$ cat src/rtl/ping_pong_bank_sched.sv
// Ping-pong scheduler for a two-bank BRAM buffer: producer fills one bank on port A
// while the consumer drains the other on port B, with a read-latency-aligned valid strobe.
module ping_pong_bank_sched #(
  parameter int DEPTH      = 64,
  parameter int ADDR_WIDTH = 6,
  parameter int RD_LATENCY = 2
) (
  input  logic                  clk,
  input  logic                  rst,
  input  logic                  in_valid,
  output logic                  in_ready,
  input  logic                  out_ready,
  output logic                  bank0_ena_ctrl,
  output logic                  bank1_ena_ctrl,
  output logic                  bank0_wea_ctrl,
  output logic                  bank1_wea_ctrl,
  output logic [ADDR_WIDTH-1:0] bank0_addra_ctrl,
  output logic [ADDR_WIDTH-1:0] bank1_addra_ctrl,
  output logic                  bank0_enb_ctrl,
  output logic                  bank1_enb_ctrl,
  output logic [ADDR_WIDTH-1:0] bank0_addrb_ctrl,
  output logic [ADDR_WIDTH-1:0] bank1_addrb_ctrl,
  output logic                  out_valid,
  output logic                  out_last,
  output logic                  out_bank_sel,
  output logic [1:0]            bank_full
);

  typedef enum logic [1:0] {
    EMPTY    = 2'd0,
    FILLING  = 2'd1,
    FULL     = 2'd2,
    DRAINING = 2'd3
  } bank_state_e;

  localparam logic [ADDR_WIDTH-1:0] LAST_ADDR = ADDR_WIDTH'(DEPTH - 1);

  bank_state_e           r_bankState [2];
  logic                  r_wrBank;
  logic                  r_rdBank;
  logic [ADDR_WIDTH-1:0] r_wrAddr;
  logic [ADDR_WIDTH-1:0] r_rdAddr;
  logic [RD_LATENCY-1:0] r_pipeValid;
  logic [RD_LATENCY-1:0] r_pipeLast;
  logic [RD_LATENCY-1:0] r_pipeBank;

  logic w_wrOpen;
  logic w_rdAvail;
  logic w_wrFire;
  logic w_rdFire;
  logic w_wrLast;
  logic w_rdLast;

  assign w_wrOpen  = (r_bankState[r_wrBank] == EMPTY) || (r_bankState[r_wrBank] == FILLING);
  assign w_rdAvail = (r_bankState[r_rdBank] == FULL)  || (r_bankState[r_rdBank] == DRAINING);
  assign in_ready  = !rst && w_wrOpen;
  assign w_wrFire  = in_valid && in_ready;
  assign w_rdFire  = out_ready && w_rdAvail;
  assign w_wrLast  = (r_wrAddr == LAST_ADDR);
  assign w_rdLast  = (r_rdAddr == LAST_ADDR);

  // Idle address buses are driven to zero rather than holding the last pointer.
  assign bank0_ena_ctrl   = w_wrFire && !r_wrBank;
  assign bank1_ena_ctrl   = w_wrFire && r_wrBank;
  assign bank0_wea_ctrl   = bank0_ena_ctrl;
  assign bank1_wea_ctrl   = bank1_ena_ctrl;
  assign bank0_addra_ctrl = bank0_ena_ctrl ? r_wrAddr : '0;
  assign bank1_addra_ctrl = bank1_ena_ctrl ? r_wrAddr : '0;
  assign bank0_enb_ctrl   = w_rdFire && !r_rdBank;
  assign bank1_enb_ctrl   = w_rdFire && r_rdBank;
  assign bank0_addrb_ctrl = bank0_enb_ctrl ? r_rdAddr : '0;
  assign bank1_addrb_ctrl = bank1_enb_ctrl ? r_rdAddr : '0;

  assign bank_full[0] = (r_bankState[0] == FULL) || (r_bankState[0] == DRAINING);
  assign bank_full[1] = (r_bankState[1] == FULL) || (r_bankState[1] == DRAINING);

  assign out_valid    = r_pipeValid[RD_LATENCY-1];
  assign out_last     = r_pipeLast[RD_LATENCY-1];
  assign out_bank_sel = r_pipeBank[RD_LATENCY-1];

  // Write and read fires can never target the same bank, so both updates may land together.
  always_ff @(posedge clk or posedge rst) begin
    if (rst) begin
      r_bankState[0] <= EMPTY;
      r_bankState[1] <= EMPTY;
      r_wrBank       <= 1'b0;
      r_rdBank       <= 1'b0;
      r_wrAddr       <= '0;
      r_rdAddr       <= '0;
      r_pipeValid    <= '0;
      r_pipeLast     <= '0;
      r_pipeBank     <= '0;
    end else begin
      if (w_wrFire) begin
        r_bankState[r_wrBank] <= w_wrLast ? FULL : FILLING;
        if (w_wrLast) begin
          r_wrAddr <= '0;
          r_wrBank <= !r_wrBank;
        end else begin
          r_wrAddr <= r_wrAddr + 1'b1;
        end
      end
      if (w_rdFire) begin
        r_bankState[r_rdBank] <= w_rdLast ? EMPTY : DRAINING;
        if (w_rdLast) begin
          r_rdAddr <= '0;
          r_rdBank <= !r_rdBank;
        end else begin
          r_rdAddr <= r_rdAddr + 1'b1;
        end
      end
      r_pipeValid[0] <= w_rdFire;
      r_pipeLast[0]  <= w_rdFire && w_rdLast;
      r_pipeBank[0]  <= w_rdFire && r_rdBank;
      for (int i = 1; i < RD_LATENCY; i++) begin
        r_pipeValid[i] <= r_pipeValid[i-1];
        r_pipeLast[i]  <= r_pipeLast[i-1];
        r_pipeBank[i]  <= r_pipeBank[i-1];
      end
    end
  end

endmodule
$ cat config.mk
export PLATFORM = sky130hd
export DESIGN_NAME = ping_pong_bank_sched
export DESIGN_NICKNAME = d
export VERILOG_FILES = /design/src/rtl/ping_pong_bank_sched.sv
export SDC_FILE = /design/constraint.sdc
export NUM_CORES = 1
export LEC_CHECK = 0
export CAP_MARGIN = 40
export CORE_MARGIN = 1
export CORE_UTILIZATION = 45
export DETAILED_ROUTE_END_ITERATION = 10
export PLACE_DENSITY = 0.85
export SLEW_MARGIN = 20
export SYNTH_ARGS = -nofsm -noshare
export SYNTH_HDL_FRONTEND = slang
export SYNTH_SLANG_ARGS = --single-unit
$ cat constraint.sdc
create_clock -name clk -period 2 [get_ports clk]
set_input_delay 0.5 -clock clk [delete_from_list [all_inputs] [get_ports clk]]
set_output_delay 0.5 -clock clk [all_outputs]
set_load 0.005 [all_outputs]
==> results of run 1 <==
through the flow:
step	setup TNS [ps]	cells	total power, mW	utilization, %
global route	-3510	232	1.46	83.3
CTS	-1610	228	1.33	79.8
floorplan	0	122	0.811	-
detailed placement	-15640	199	0.953	68.3
global placement	-14560	199	0.930	68.3
finish	-2240	232	1.40	83.3
final timing paths:
| path | slack (ps) | depth (start not counted) | from | to |
|---|---|---|---|---|
| min in group clk | 370 | 0 | r_pipeBank[0] | r_pipeBank[1] |
| worst max register to register | 10 | 7 | r_bankState[1] | r_wrAddr[5] |
| max in group asynchronous | 1230 | 5 | rst | r_bankState[1] |
| worst min-delay path | 370 | 4 | rst | r_wrAddr[0] |
| worst min register to register | 370 | 0 | r_pipeBank[0] | r_pipeBank[1] |
| worst max-delay path | -230 | 6 | r_wrBank | bank0_addra_ctrl[5] |
cell usage in the layout (no fill, tap or decap), types with 3 or more instances in the layout:
cell type,n
clkdlybuf4s50_1,3
buf_6,35
clkbuf_2,8
buf_4,25
and3_1,4
nand3_1,6
nand2_1,4
a31oi_1,3
clkbuf_4,3
and2_4,16
and2_1,7
buf_2,7
dfrtp_1,21
xnor2_1,3
inv_1,6
o41ai_1,3
o21ai_0,4
routing by layer:
layer / wire length (um) / GRT usage [%]
met5: 0 / 0
met4: 95 / 15.4
met3: 298 / 6.21
met2: 2110 / 48.2
met1: 1680 / 39.0
worst register-to-register path: stages (launching register included):
cell,delay (ps)
dfrtp_1,450
buf_6,140
buf_6,120
buf_6,120
mux2_4,280
buf_4,170
or2_1,250
o41ai_1,360
sequential cells by signal, indices dropped and copies added, names as in the netlist:
register,count
r_rdAddr,6
r_pipeBank,2
r_wrAddr,6
r_wrBank,1
r_pipeValid,2
r_pipeLast,2
r_rdBank,1
r_bankState,2
power breakdown:
| group | internal [mW] | leakage, nW | switching [mW] |
|---|---|---|---|
| clock | 0.203 | 0.0279 | 0.151 |
| combinational | 0.197 | 0.775 | 0.179 |
| sequential | 0.521 | 0.284 | 0.151 |
logic make-up after synthesis:
logic type | after synthesis
compound gates | 20
xor+xnor | 5
fa+ha+maj | 2
buf+inv | 14
flops | 22
mux | 3
simple gates | 56
final cells by class:
| cell class | count | area share, % |
|---|---|---|
| repair buffers | 83 | 35.2 |
| well taps | 30 | 1.79 |
| flip-flops and latches | 22 | 26.2 |
| multi-input cells | 86 | 32.9 |
| clock inverters | 1 | 1.43 |
| clock buffers | 3 | 1.07 |
| inverters | 7 | 1.37 |
Yosys cell counts (2+ instances only):
cell type  instances
o41ai_1            3
and2_2             7
o21ai_0            4
nand2b_1           2
o2bb2ai_1          2
o211ai_1           2
nor2_1             4
xor2_1             2
a31oi_1            3
clkbuf_1           3
buf_4              2
and2_1            17
ha_1               2
dfrtp_1           22
nand3_1            7
xnor2_1            3
inv_1              7
and3_1             4
nand4_1            2
nand2_1            4
what timing repair did:
| item | in CTS | in global routing |
|---|---|---|
| gates resized for setup | 129 | 57 |
| cloned | 1 | 0 |
| pin swaps | 7 | 4 |
| endpoints found under the setup margin | 31 | 30 |
| buffers inserted | 26 | 7 |
==> results.txt, run 1 <==
- Result of the run: complete, but fails checks
- Violations in the final reports: setup timing
- Detail-routed via count per cell: 5.56
* Minimum hold slack: 366 ps
- Power spread over the standard cell area amounts to 666 nW/um2.
* Skew final: 8.99 ps
- In the synthesized netlist the async set-or-reset flop fraction comes to 100%.
- In this run, post-CTS hold repair placed 0 buffers.
* Peak supply drop: 0.486 mV
* Number of warnings printed during yosys synthesis: 0
* Estimated wirelength of the detail-placed design: 2120 um
- Die extent in y: 54.2 um
- Flop and latch count out of synthesis: 22
- Routability-driven placement finished with a final weighted congestion of 0.928.
- Net total in the final layout: 209
- Clock input transition at the sequential cells of the worst setup and hold paths: 130 ps
- Syn_area_per_cell: 10.0 um2
* Vias in the first global route: 1,198
- Counting the fill cells in the layout gives 137.
- Critical Path RT: 1500 ps
- Area inside the core boundary: 2520 um2
- The root buffer cell chosen for the clock tree is clkbuf_4.
- Along the worst path, the maximum fanout reaches 3.
- Horizontal die dimension: 54.2 um
- The tree built by TritonCTS fans out to 22 sinks.
- Largest cells by area after synthesis: dfrtp_1 45%, and2_1 8.7%, and2_2 4.3%, nand3_1 2.9%, inv_1 2.1%
- DR WL/cell: 18.0 um
- Family with the most delay on the worst path: buffers and inverters
- Pin slew with the least headroom to its limit: 356 ps
- Sequential Area: 552 um2
* Pre-CTS setup slack: -638 ps
* Post-synthesis instance area: 1220 um2
- Worst path cell trace: nor4b_4, buf_4, buf_6, buf_6, and2_4, buf_6
- Setup violations remaining at the end of the flow were counted as 19.
- Count of distinct cell types in the synthesized netlist: 40
* Static leakage: 1.09 nW
- DRC marker count from the first detailed-route iteration: 45
- Slew HR: 76.0%
- Shortest period the worst path allows: 2230 ps
- Sequential elements use 44.9% of the synthesized area.
* Share of the clock period used by the worst path after layout: 111%
- The initialized floorplan defines 18 standard-cell rows.
- The final count of pins violating max slew was 0.
- The worst setup path is captured at an output pin.
- Compound-cell area share of the yosys netlist: 12.0%
- Timing-limited maximum frequency: 0.449 GHz
- The synthesized design contains 0 enable-type register cells.
- Of the total synthesized cell area, the portion taken by XOR and XNOR cells is 3.58%.
* Synthesized net count: 128
- Setup CP Type: flop to output pin
- Multi-input logic area: 691 um2
- Data arrives at the worst endpoint at 1730 ps.
* Wire length of the first global-routing pass: 6100 um
* DRT Wirelength: 4190 um
- Once the floorplan was initialized, standard cells occupied 48.6% of the core.
* Category of the worst setup path launch point: flop
- Setup slack on the critical path of the routed design comes to -227 ps.
* Number of instances in the synthesized netlist: 122
* Antenna Diode Count: 0
* CTS buffer count: 3
- Die Outline Area: 2930 um2
* Largest stage delay on the critical path: 460 ps
- Worst path most repeated cell: buf_6
* Port buffer count: 39
- For this run the aggregate overflow at the end of global routing stands at 0.
* Unrepaired setup endpoints after global routing: true
- Placed cell areas: 1720 um2
- The number of hold violations in the final report is 0.
- Maximum count of clock buffers along a single path: 2
- Global routing consumed, over all layers together, 30.4% of the routing resources.
- Layout cells sized above 1: 53.0%
* Post-route cell area: 2100 um2
- The top cell type by area accounts for 44.9% of the synthesized area.
* Slowest stage cell, crit path: dfrtp_2
- CTS tree: yes
- Maximum number of pins on one net before global-route repair: 14
* I/O pin total: 40
- Summing the areas of all fa, ha and maj instances in the mapped netlist gives 2.04% of the synthesized area.
* Vias after detailed routing: 1,291
- Across the run, the number of max-cap violations was 0.
- Post-synthesis simple-gate area fraction: 28.9%
* Worst Path Buf+Inv: 4
- Residual DRC: 0
* Mux contribution to synthesized area: 2.96%
- For this run, the detailed router's first-pass iteration total came to 4.
* Detail Route Antenna Nets: 0
- By area, the combinational part of the netlist is dominated by simple AND/OR/NAND/NOR gates.
* Initial antenna violation count: 0
* Most area-hungry cell type in the Yosys netlist: dfrtp_1
- CTS H-tree depth: 1
- Clock latency reported for the late side of the worst-skew pair: 320 ps
* Area grow syn2layout: 71.6%
* Main flop type after synthesis: dfrtp_1
- In this run the worst hold path is classified as input pin to asynchronous set/reset pin.
(Power assumes the default switching activity.)
==> run 2, diff against run 1 <==
--- a/config.mk
+++ b/config.mk
@@ -6,7 +6,6 @@
 export NUM_CORES = 1
 export LEC_CHECK = 0
 export CAP_MARGIN = 40
-export CORE_MARGIN = 1
 export CORE_UTILIZATION = 45
 export DETAILED_ROUTE_END_ITERATION = 10
 export PLACE_DENSITY = 0.85
==> results of run 2 <==
Final layout, timing and power as in run 1 (identical DEF).
